### src/rtl/emu_ram_scan_ctrl.sv
// RAM scan-chain sequencer for checkpoint save/load: pauses the target, pulses the
// scan pointer reset, streams CHAIN_WORDS words out or in. Optional: EMU_SCAN_CHECKSUM_EN.
module emu_ram_scan_ctrl #(
  parameter int DATA_WIDTH    = 64,
  parameter int CHAIN_WORDS   = 16,
  parameter int SETTLE_CYCLES = 2
) (
  input  logic                  host_clk,
  input  logic                  host_rst,
  input  logic                  run_en,
  input  logic                  cmd_valid,
  output logic                  cmd_ready,
  input  logic                  cmd_load,
  output logic                  done,
  output logic                  sdo_valid,
  input  logic                  sdo_ready,
  output logic [DATA_WIDTH-1:0] sdo_data,
  input  logic                  sdi_valid,
  output logic                  sdi_ready,
  input  logic [DATA_WIDTH-1:0] sdi_data,
  output logic                  run_mode,
  output logic                  scan_mode,
  output logic                  ram_sr,
  output logic                  ram_se,
  output logic                  ram_sd,
  output logic [DATA_WIDTH-1:0] ram_di,
  input  logic [DATA_WIDTH-1:0] ram_do
`ifdef EMU_SCAN_CHECKSUM_EN
  ,
  output logic [DATA_WIDTH-1:0] chk_sum,
  output logic                  chk_valid
`endif
);

  localparam int CNT_W = $clog2(CHAIN_WORDS + 1);
  localparam int SET_W = (SETTLE_CYCLES > 1) ? $clog2(SETTLE_CYCLES) : 1;
  localparam logic [CNT_W-1:0] LAST_WORD   = CNT_W'(CHAIN_WORDS - 1);
  localparam logic [SET_W-1:0] SETTLE_INIT = SET_W'(SETTLE_CYCLES - 1);

  typedef enum logic [2:0] {S_IDLE, S_PAUSE, S_SRST, S_SHIFT, S_DONE} state_t;

  state_t           r_state;
  logic             r_op;
  logic [SET_W-1:0] r_settle;
  logic [CNT_W-1:0] r_wcnt;
  logic             w_shift;
  logic             w_accept;
  logic             w_se;
  logic             w_last;

  assign w_shift  = (r_state == S_SHIFT);
  assign w_accept = cmd_valid && cmd_ready;
  // The stream handshake is the shift enable itself: no buffering between host and chain.
  assign w_se     = w_shift && (r_op ? sdi_valid : sdo_ready);
  assign w_last   = (r_wcnt == LAST_WORD);

  assign cmd_ready = (r_state == S_IDLE);
  assign run_mode  = (r_state == S_IDLE) && run_en;
  assign scan_mode = (r_state != S_IDLE);
  assign ram_sr    = (r_state == S_SRST);
  assign ram_se    = w_se;
  assign ram_sd    = w_shift && r_op;
  assign done      = (r_state == S_DONE);
  assign sdo_valid = w_shift && !r_op;
  assign sdi_ready = w_shift && r_op;
  assign sdo_data  = ram_do;
  assign ram_di    = sdi_data;

  always_ff @(posedge host_clk or posedge host_rst) begin
    if (host_rst) begin
      r_state  <= S_IDLE;
      r_op     <= 1'b0;
      r_settle <= '0;
      r_wcnt   <= '0;
    end else begin
      unique case (r_state)
        S_IDLE: begin
          if (w_accept) begin
            r_op     <= cmd_load;
            r_settle <= SETTLE_INIT;
            r_state  <= S_PAUSE;
          end
        end
        S_PAUSE: begin
          if (r_settle == '0) r_state <= S_SRST;
          else                r_settle <= r_settle - SET_W'(1);
        end
        S_SRST: begin
          r_wcnt  <= '0;
          r_state <= S_SHIFT;
        end
        S_SHIFT: begin
          if (w_se) begin
            r_wcnt <= r_wcnt + CNT_W'(1);
            if (w_last) r_state <= S_DONE;
          end
        end
        S_DONE:  r_state <= S_IDLE;
        default: r_state <= S_IDLE;
      endcase
    end
  end

`ifdef EMU_SCAN_CHECKSUM_EN
  // Running sum of every word crossing the chain boundary, valid from DONE until the next accept.
  always_ff @(posedge host_clk or posedge host_rst) begin
    if (host_rst) begin
      chk_sum   <= '0;
      chk_valid <= 1'b0;
    end else begin
      if (r_state == S_SRST) chk_sum <= '0;
      else if (w_se)         chk_sum <= chk_sum + (r_op ? sdi_data : ram_do);
      if (w_accept)                 chk_valid <= 1'b0;
      else if (w_se && w_last)      chk_valid <= 1'b1;
    end
  end
`endif

endmodule

### config.mk
export PLATFORM = sky130hd
export DESIGN_NAME = emu_ram_scan_ctrl
export DESIGN_NICKNAME = d
export VERILOG_FILES = /design/src/rtl/emu_ram_scan_ctrl.sv
export SDC_FILE = /design/constraint.sdc
export NUM_CORES = 1
export LEC_CHECK = 0
export CAP_MARGIN = 15
export CORE_AREA = 4 4 103 105
export DETAILED_ROUTE_END_ITERATION = 7
export DIE_AREA = 0 0 107 109
export HOLD_SLACK_MARGIN = 0.08
export SETUP_SLACK_MARGIN = 0.3
export SKIP_CTS_REPAIR_TIMING = 1
export SYNTH_ARGS = -nofsm -noshare
export SYNTH_HDL_FRONTEND = slang
export SYNTH_SLANG_ARGS = --single-unit
export TNS_END_PERCENT = 100
### constraint.sdc
create_clock -name host_clk -period 3.38 [get_ports host_clk]
set_clock_uncertainty 0.05 [all_clocks]
set_input_delay 1.014 -clock host_clk [delete_from_list [all_inputs] [get_ports host_clk]]
set_output_delay 1.014 -clock host_clk [all_outputs]
set_load 0.005 [all_outputs]
Word-level counts from Yosys, hierarchy flattened --
Cells that the tools add are included.
Cells by class: $add $sub $neg 2, multipliers 0, divide/modulo/power cells 0, magnitude comparators 0, equality and inequality tests 9, shift operators 0, multiplexer cells 11, bitwise gates (word level) 0, reduce and logical (&&, ||, !) cells 14
Operators with widths (number):
- two-way mux 3 bit | 4
- case mux 3 bit (4 select lines) | 1
- case mux 5 bit (2 select lines) | 1
- equality test 3 x 2 -> 1 bit, second input constant | 2
- AND reduction 2 bit | 3
- adder 5 x 1 -> 5 bit, second input constant | 1
- equality test 5 x 4 -> 1 bit, second input constant | 1
- logical AND 1 bit | 5
- two-way mux 5 bit | 1
- != test 2 x 1 -> 1 bit, second input constant | 2
- != test 2 bit, second input constant | 2
- AND reduction 4 bit | 1
- nonzero test 2 bit | 2
- equality test 3 x 1 -> 1 bit, second input constant | 1
- equality test 3 bit, second input constant | 1
- logical NOT 3 bit | 1
- two-way mux 1 bit | 3
- nonzero test 3 bit | 1
- case mux 1 bit (2 select lines) | 1
- logical NOT 1 bit | 1
- subtractor 1 bit, second input constant | 1
Word-level totals: flip-flop bits (word level) 10, latch bits 0, RAM bits 0, memory bits (read-only) 0, input bits 135, output and inout port bits 137, logic and storage cells 40, memories kept 0

Longest topological paths before layout --
Gate-level depths: netlist (run 1).
depth after elaboration 4, mapped depth 6, gate-level depth less buffers 6

Worst setup path after synthesis (run 1) --
OpenSTA, ideal clock, no wires.
path kind input -> output, from in sdi_valid, to out ram_se, arrival 1448 ps, data required time 2316 ps, path slack 868 ps, stages 2, buffers on the path 0, path through mux2i_1 > nor2_1
Between the ends: longest elaborated chain between the ends 2
Ends and longest elaborated chain:
- from (decl) | RTL line 18 | input logic sdi_valid,
- two-way mux 1 bit | RTL line 54 | assign w_se = w_shift && (r_op ? sdi_valid : sdo_ready);
- logical AND 1 bit | RTL line 54
- to (decl) | RTL line 24 | output logic ram_se,
No other way between the ends.

Final worst setup path (run 1) --
Ends and elaborated chain as after synthesis.

==> qor.csv, run 1 <==
metric,value,unit
status,completed,
cts_max_level,1,
final_common_cell,clkdlybuf4s50_1,
maxCapViolCount,0,
drv_slew,0,
use_met3,0.0444,
setup.worst_path.start,sdi_valid,
synth.avg_cell_area,8.09,sq um
overflow,0,
antenna_left,0,
dpl.hpwl,2.19,mm
yosysTopAreaCell,buf_4,
grt_max_degree,16,
whs,482,ps
worst_ep_arrival_time,1930,ps
dieWidth,107,um
clock_latency,230,ps
busiest_layer,met4,
path_class,in2out,
period_needed,2990,ps
core,9640,sq um
drt_iter0_drc,19,
numPortBuffers,15,
critPathRequiredTime,2320,ps
gp_congestion,0.723,
clock_sinks,10,
antenna_cells,0,
p_leak,0.000376,uW
min_from,r_settle,
post-route-period-util,0.885,
drc_errors,0,
grt_antenna_before_repair,0,
io_pins,272,
crit_slowest_cell,clkdlybuf4s50_1,
yosys_warnings,0,
setup-violations-final,0,
layout.nets,217,
die_h,109,um
rr_startpoint,r_state[0],
clock_path_buffers,2,
peakVddDrop,0.145,mV
wl_per_cell,12.7,um
vias_per_cell,3.00,
yosys-top-cells-area,"buf_4 (63%), dfrtp_1 (16%), a21oi_1 (1.6%)",
netlist_area,1540,sq um
crit_chain,"clkdlybuf4s50_1, mux2i_1, nor2_2, dlymetal6s2s_1",
yosysSeqAreaShare,0.163,
rsz0062_at_grt,no,
ys_types,28,
syn_to_final_growth,-38.5,%
track_usage,0.0455,
num_rows,36,
max_slew_margin,0.696,
start_kind,primary input,
final_cell_mix,"clkdlybuf4s50_1 (13), dfrtp_1 (10), a21oi_1 (5), inv_1 (5)",
initial_core_util,0.159,
drt-pass1-iter-count,4,
synth_seq_cells,10,
clk_pin_slew,50,ps
met1_usage,0.0272,
grt_pass1_wl,3.82,mm
tightest_slew,452,ps
cts_tree,done,
total_power,576,uW
grt_use_met2,0.0607,
drive_gt1_frac,0.127,
dieArea,11700,sq um
power.density,609,nW/um^2
timing.fmax,334,MHz
netlist.area_leader.share,0.630,
nFillCells,1135,
syn-num-nets,327,
worst_path_largest_cell_delay,470,ps
hold_class,reg2reg,
syn_inst,190,
grt_pass1_vias,709,
cts_root_buffer,clkbuf_8,
vias,635,
cp_max_fo,2,
hold_viol,0,
routed_wirelength,2.70,mm
end_kind,output pin,
cts_buffers,3,
layout make-up:
cell class	count	area, sq um	area share
multi-input cells	44	292	0.309
flip-flops and latches	10	250	0.265
well taps	133	166	0.176
repair buffers	16	163	0.172
clock buffers	4	55.1	0.0583
inverters	5	18.8	0.0199
layer usage:
layer / share of wire / up-vias
met4: 0.13 / 0
met1: 0.26 / 249
met2: 0.41 / 73
li1: - / 251
met3: 0.20 / 62
met5: 0 / -
through the flow:
stage                     utilization  area, sq um  worst slack [ps]  cells  TNS (ps)
after floorplan                     -         1540               868    190         0
after global placement         0.0915          882             -61.5    208     -61.5
after detailed placement       0.0915          882             -65.6    208     -65.6
after CTS                      0.0972          937             -84.0    212     -84.0
after global routing           0.0980          945               306    212         0
final                          0.0980          945               389    212         0
registers in the layout (all words and copies together) (netlist names):
register,cells
r_settle,1
r_op,1
r_state,3
r_wcnt,5
synthesized netlist by cell type:
master     count
mux2_2         2
and2_1         1
nor4bb_1       1
o2bb2ai_1      1
buf_4        129
o21ai_0        2
nand3b_1       2
o32ai_1        1
or3b_2         1
a21oi_1        5
a211o_1        1
ha_1           2
nand3_1        3
buf_2          2
and3b_1        1
nand2b_1       2
nor3b_1        1
inv_1          5
or4_1          1
dfrtp_1       10
o211ai_1       1
nor2_1         4
nor3_1         3
nand2_1        4
and2_2         1
and3_1         2
mux2i_1        1
nand4_1        1
critical path, delay by kind of cell:
kind | cells | cell delay, ps
multiplexers | 1 | 100
buffers and inverters | 2 | 640
AND/OR/NAND/NOR | 1 | 170
cell families (layout without fill, tap and decap cells):
family / Yosys count / in the layout / share of synthesized area
buffers and inverters: 136 / 25 / 0.649
flip-flops: 10 / 10 / 0.163
adder cells (fa/ha/maj): 2 / 2 / 0.0163
multiplexers: 3 / 3 / 0.0212
AND/OR/NAND/NOR: 28 / 28 / 0.106
AO/OA/AOI/OAI: 11 / 11 / 0.0448
report_power, final:
part           total, uW  internal (uW)  switching, uW
logic                215            116           98.6
clock network        148            102           46.1
registers            213            162           50.2
final timing paths:
check / end / slack (ps) / cells past startpoint
worst max-delay path: ram_se / 390 / 4
worst min-delay path: r_settle / 480 / 2
worst max register to register: r_op / 1840 / 3
worst min register to register: r_settle / 480 / 2
max in group asynchronous: r_wcnt[2] / 1960 / 2
min in group asynchronous: r_op / 1030 / 2
(Power assumes the default switching activity.)
==> run 2: changes to the inputs <==
--- a/config.mk
+++ b/config.mk
@@ -6,10 +6,11 @@
 export NUM_CORES = 1
 export LEC_CHECK = 0
 export CAP_MARGIN = 15
-export CORE_AREA = 4 4 103 105
+export CORE_AREA = 3 3 105 107
 export DETAILED_ROUTE_END_ITERATION = 7
-export DIE_AREA = 0 0 107 109
+export DIE_AREA = 0 0 108 110
 export HOLD_SLACK_MARGIN = 0.08
+export REMOVE_ABC_BUFFERS = 1
 export SETUP_SLACK_MARGIN = 0.3
 export SKIP_CTS_REPAIR_TIMING = 1
 export SYNTH_ARGS = -nofsm -noshare
==> run 2 against run 1 <==
Compared with the run above:
- fmax shrank 1.1%
- sequential share of layout area is 0.070 points higher
- first-iteration DRC count grew to 3.4 times the previous value
- sequential power about the same
- combinational power up 11%
- count of clock-buffer cells in the layout down 1
- final area down 0.26%
- global-route usage rose by 28 points
- worst hold slack better by 1.5 ps
- total power is 1.5% higher
- wire length increased to 7.6 times the previous value
- non-clock buffer count rose by 1
- highest routed layer is now met5
==> qor.csv, run 2 (synthesis results as in run 1) <==
metric,value,unit,change
largest_register_ffs,5,,unchanged
drv_slew,0,,unchanged
start_kind,primary input,,unchanged
multiInputGateArea,292,sq um,unchanged
dpl.hpwl,19.7,mm,was 2.19 mm
max_slew_margin,0.669,,was 0.696
grt_pass1_wl,22.0,mm,was 3.82 mm
grt_pass1_vias,857,,was 709
hold_viol,0,,unchanged
maxCapViolCount,0,,unchanged
antenna_cells,0,,unchanged
vias_per_cell,4.86,,was 3.00
cp.buffers_inverters,2,,unchanged
track_usage,0.330,,was 0.0455
post-route-period-util,0.894,,was 0.885
syn_to_final_growth,-38.7,%,was -38.5%
timing.fmax,331,MHz,was 334 MHz
cp_max_fo,2,,unchanged
num_rows,37,,was 36
crit_slowest_cell,clkdlybuf4s50_1,,unchanged
setup.worst_path.start,sdi_valid,,unchanged
final_common_cell,clkdlybuf4s50_1,,unchanged
hold_class,reg2reg,,unchanged
peakVddDrop,0.148,mV,was 0.145 mV
clock_latency,240,ps,was 230 ps
clock_sinks,10,,unchanged
total_power,584,uW,was 576 uW
crit_chain,"clkdlybuf4s50_1, mux2i_1, nor2_2, dlymetal6s2s_1",,unchanged
period_needed,3020,ps,was 2990 ps
initial_core_util,0.150,,was 0.159
final.setup.tns,0,ps,unchanged
reg.largest.list,"r_wcnt (5), r_state (3)",,unchanged
postPlaceCellArea,893,sq um,was 882 sq um
cpLargestDelayFamily,buffers and inverters,,unchanged
r2r_end,r_wcnt[3],,was r_op
routed_wirelength,20.5,mm,was 2.70 mm
reg2reg_slack,1820,ps,was 1840 ps
cts_max_level,1,,unchanged
power.density,620,nW/um^2,was 609 nW/um^2
overflow,0,,unchanged
whs,483,ps,was 482 ps
grt_antenna_before_repair,0,,unchanged
final_util,0.0921,,was 0.0980
final_cell_mix,"clkdlybuf4s50_1 (13), dfrtp_1 (10), a21oi_1 (5), inv_1 (5), nand2_1 (4)",,"was clkdlybuf4s50_1 (13), dfrtp_1 (10), a21oi_1 (5), inv_1 (5)"
die_h,110,um,was 109 um
highest_layer,met5,,was met4
vias,1045,,was 635
nFillCells,1175,,was 1135
drive_gt1_frac,0.127,,unchanged
cp.depth,4,,unchanged
crit_end,ram_se,,unchanged
dieWidth,108,um,was 107 um
drt-pass1-iter-count,4,,unchanged
ff_latch_area,250,sq um,unchanged
cts_buffers,3,,unchanged
cts_root_buffer,clkbuf_8,,unchanged
critPathRequiredTime,2320,ps,about the same
rr_worst_depth,4,,was 3
numPortBuffers,15,,unchanged
core,10200,sq um,was 9640 sq um
clock_path_buffers,2,,unchanged
grt_max_degree,11,,was 16
p_leak,0.000373,uW,was 0.000376 uW
antenna_left,0,,unchanged
wl_per_cell,95.3,um,was 12.7 um
drt_iter0_drc,65,,was 19
io_pins,272,,unchanged
fin_area,942,sq um,was 945 sq um
rr_startpoint,r_op,,was r_state[0]
path_class,in2out,,unchanged
setup-violations-final,0,,unchanged
worst_ep_arrival_time,1960,ps,was 1930 ps
cts_tree,done,,unchanged
rsz0062_at_grt,yes,,was no
dr_wl_met2,10.1,mm,was 1.11 mm
tightest_slew,496,ps,was 452 ps
met1_length,1.63,mm,was 702 um
top_register,r_wcnt,,unchanged
worst_path_largest_cell_delay,410,ps,was 470 ps
layout.nets,218,,was 217
dr_wl_met3,6.43,mm,was 530 um
drc_errors,0,,unchanged
clk_pin_slew,50,ps,about the same
dieArea,11900,sq um,was 11700 sq um
end_kind,output pin,,unchanged
status,completed,,unchanged
gp_congestion,1.24,,was 0.723
-- run 2: cell count changes in the layout (fill, tap and decap cells not counted), sizes merged --
cell	change
buf	+1
clkbuf	-1
-- run 2: how the worst min path moves through the flow --
stage                    from   endpoint  slack (ps)  depth (start not counted)
floorplan           r_wcnt[4]  r_wcnt[4]         430                          2
global placement    r_wcnt[4]  r_wcnt[4]         460                          2
detailed placement  r_wcnt[3]  r_wcnt[3]         470                          2
CTS                 r_wcnt[4]  r_wcnt[4]         480                          2
global route        r_wcnt[1]  r_wcnt[1]         520                          2
finish              r_wcnt[4]  r_wcnt[4]         480                          2
-- run 2: area by class of cell --
cell class / instances / area share
Sequential cell: 10 / 0.266
Inverter: 5 / 0.0199
Timing Repair Buffer: 17 / 0.181
Tap cell: 136 / 0.181
Clock buffer: 3 / 0.0438
Multi-Input combinational cell: 44 / 0.309
-- run 2: worst min-delay path, stage by stage, from the launching register on --
cell,delay [ps]
dfrtp_1,320
inv_1,50
o32ai_1,110
-- run 2: through the flow --
stage               worst slack [ps]  instances
floorplan                        868         59
global placement               -69.4        212
detailed placement             -82.2        212
CTS                            -95.1        215
global route                     281        215
finish                           357        215
-- run 2: power by group --
part / switching, uW / internal, uW / total [uW]
Sequential: 52.5 / 162 / 215
Combinational: 117 / 121 / 239
Clock: 52.5 / 78.6 / 131
-- run 2: metal layers --
metal	global-route usage	vias to the layer above
met4	0.246	6
li1	-	253
met5	0.116	-
met2	0.595	311
met3	0.503	68
met1	0.0648	407
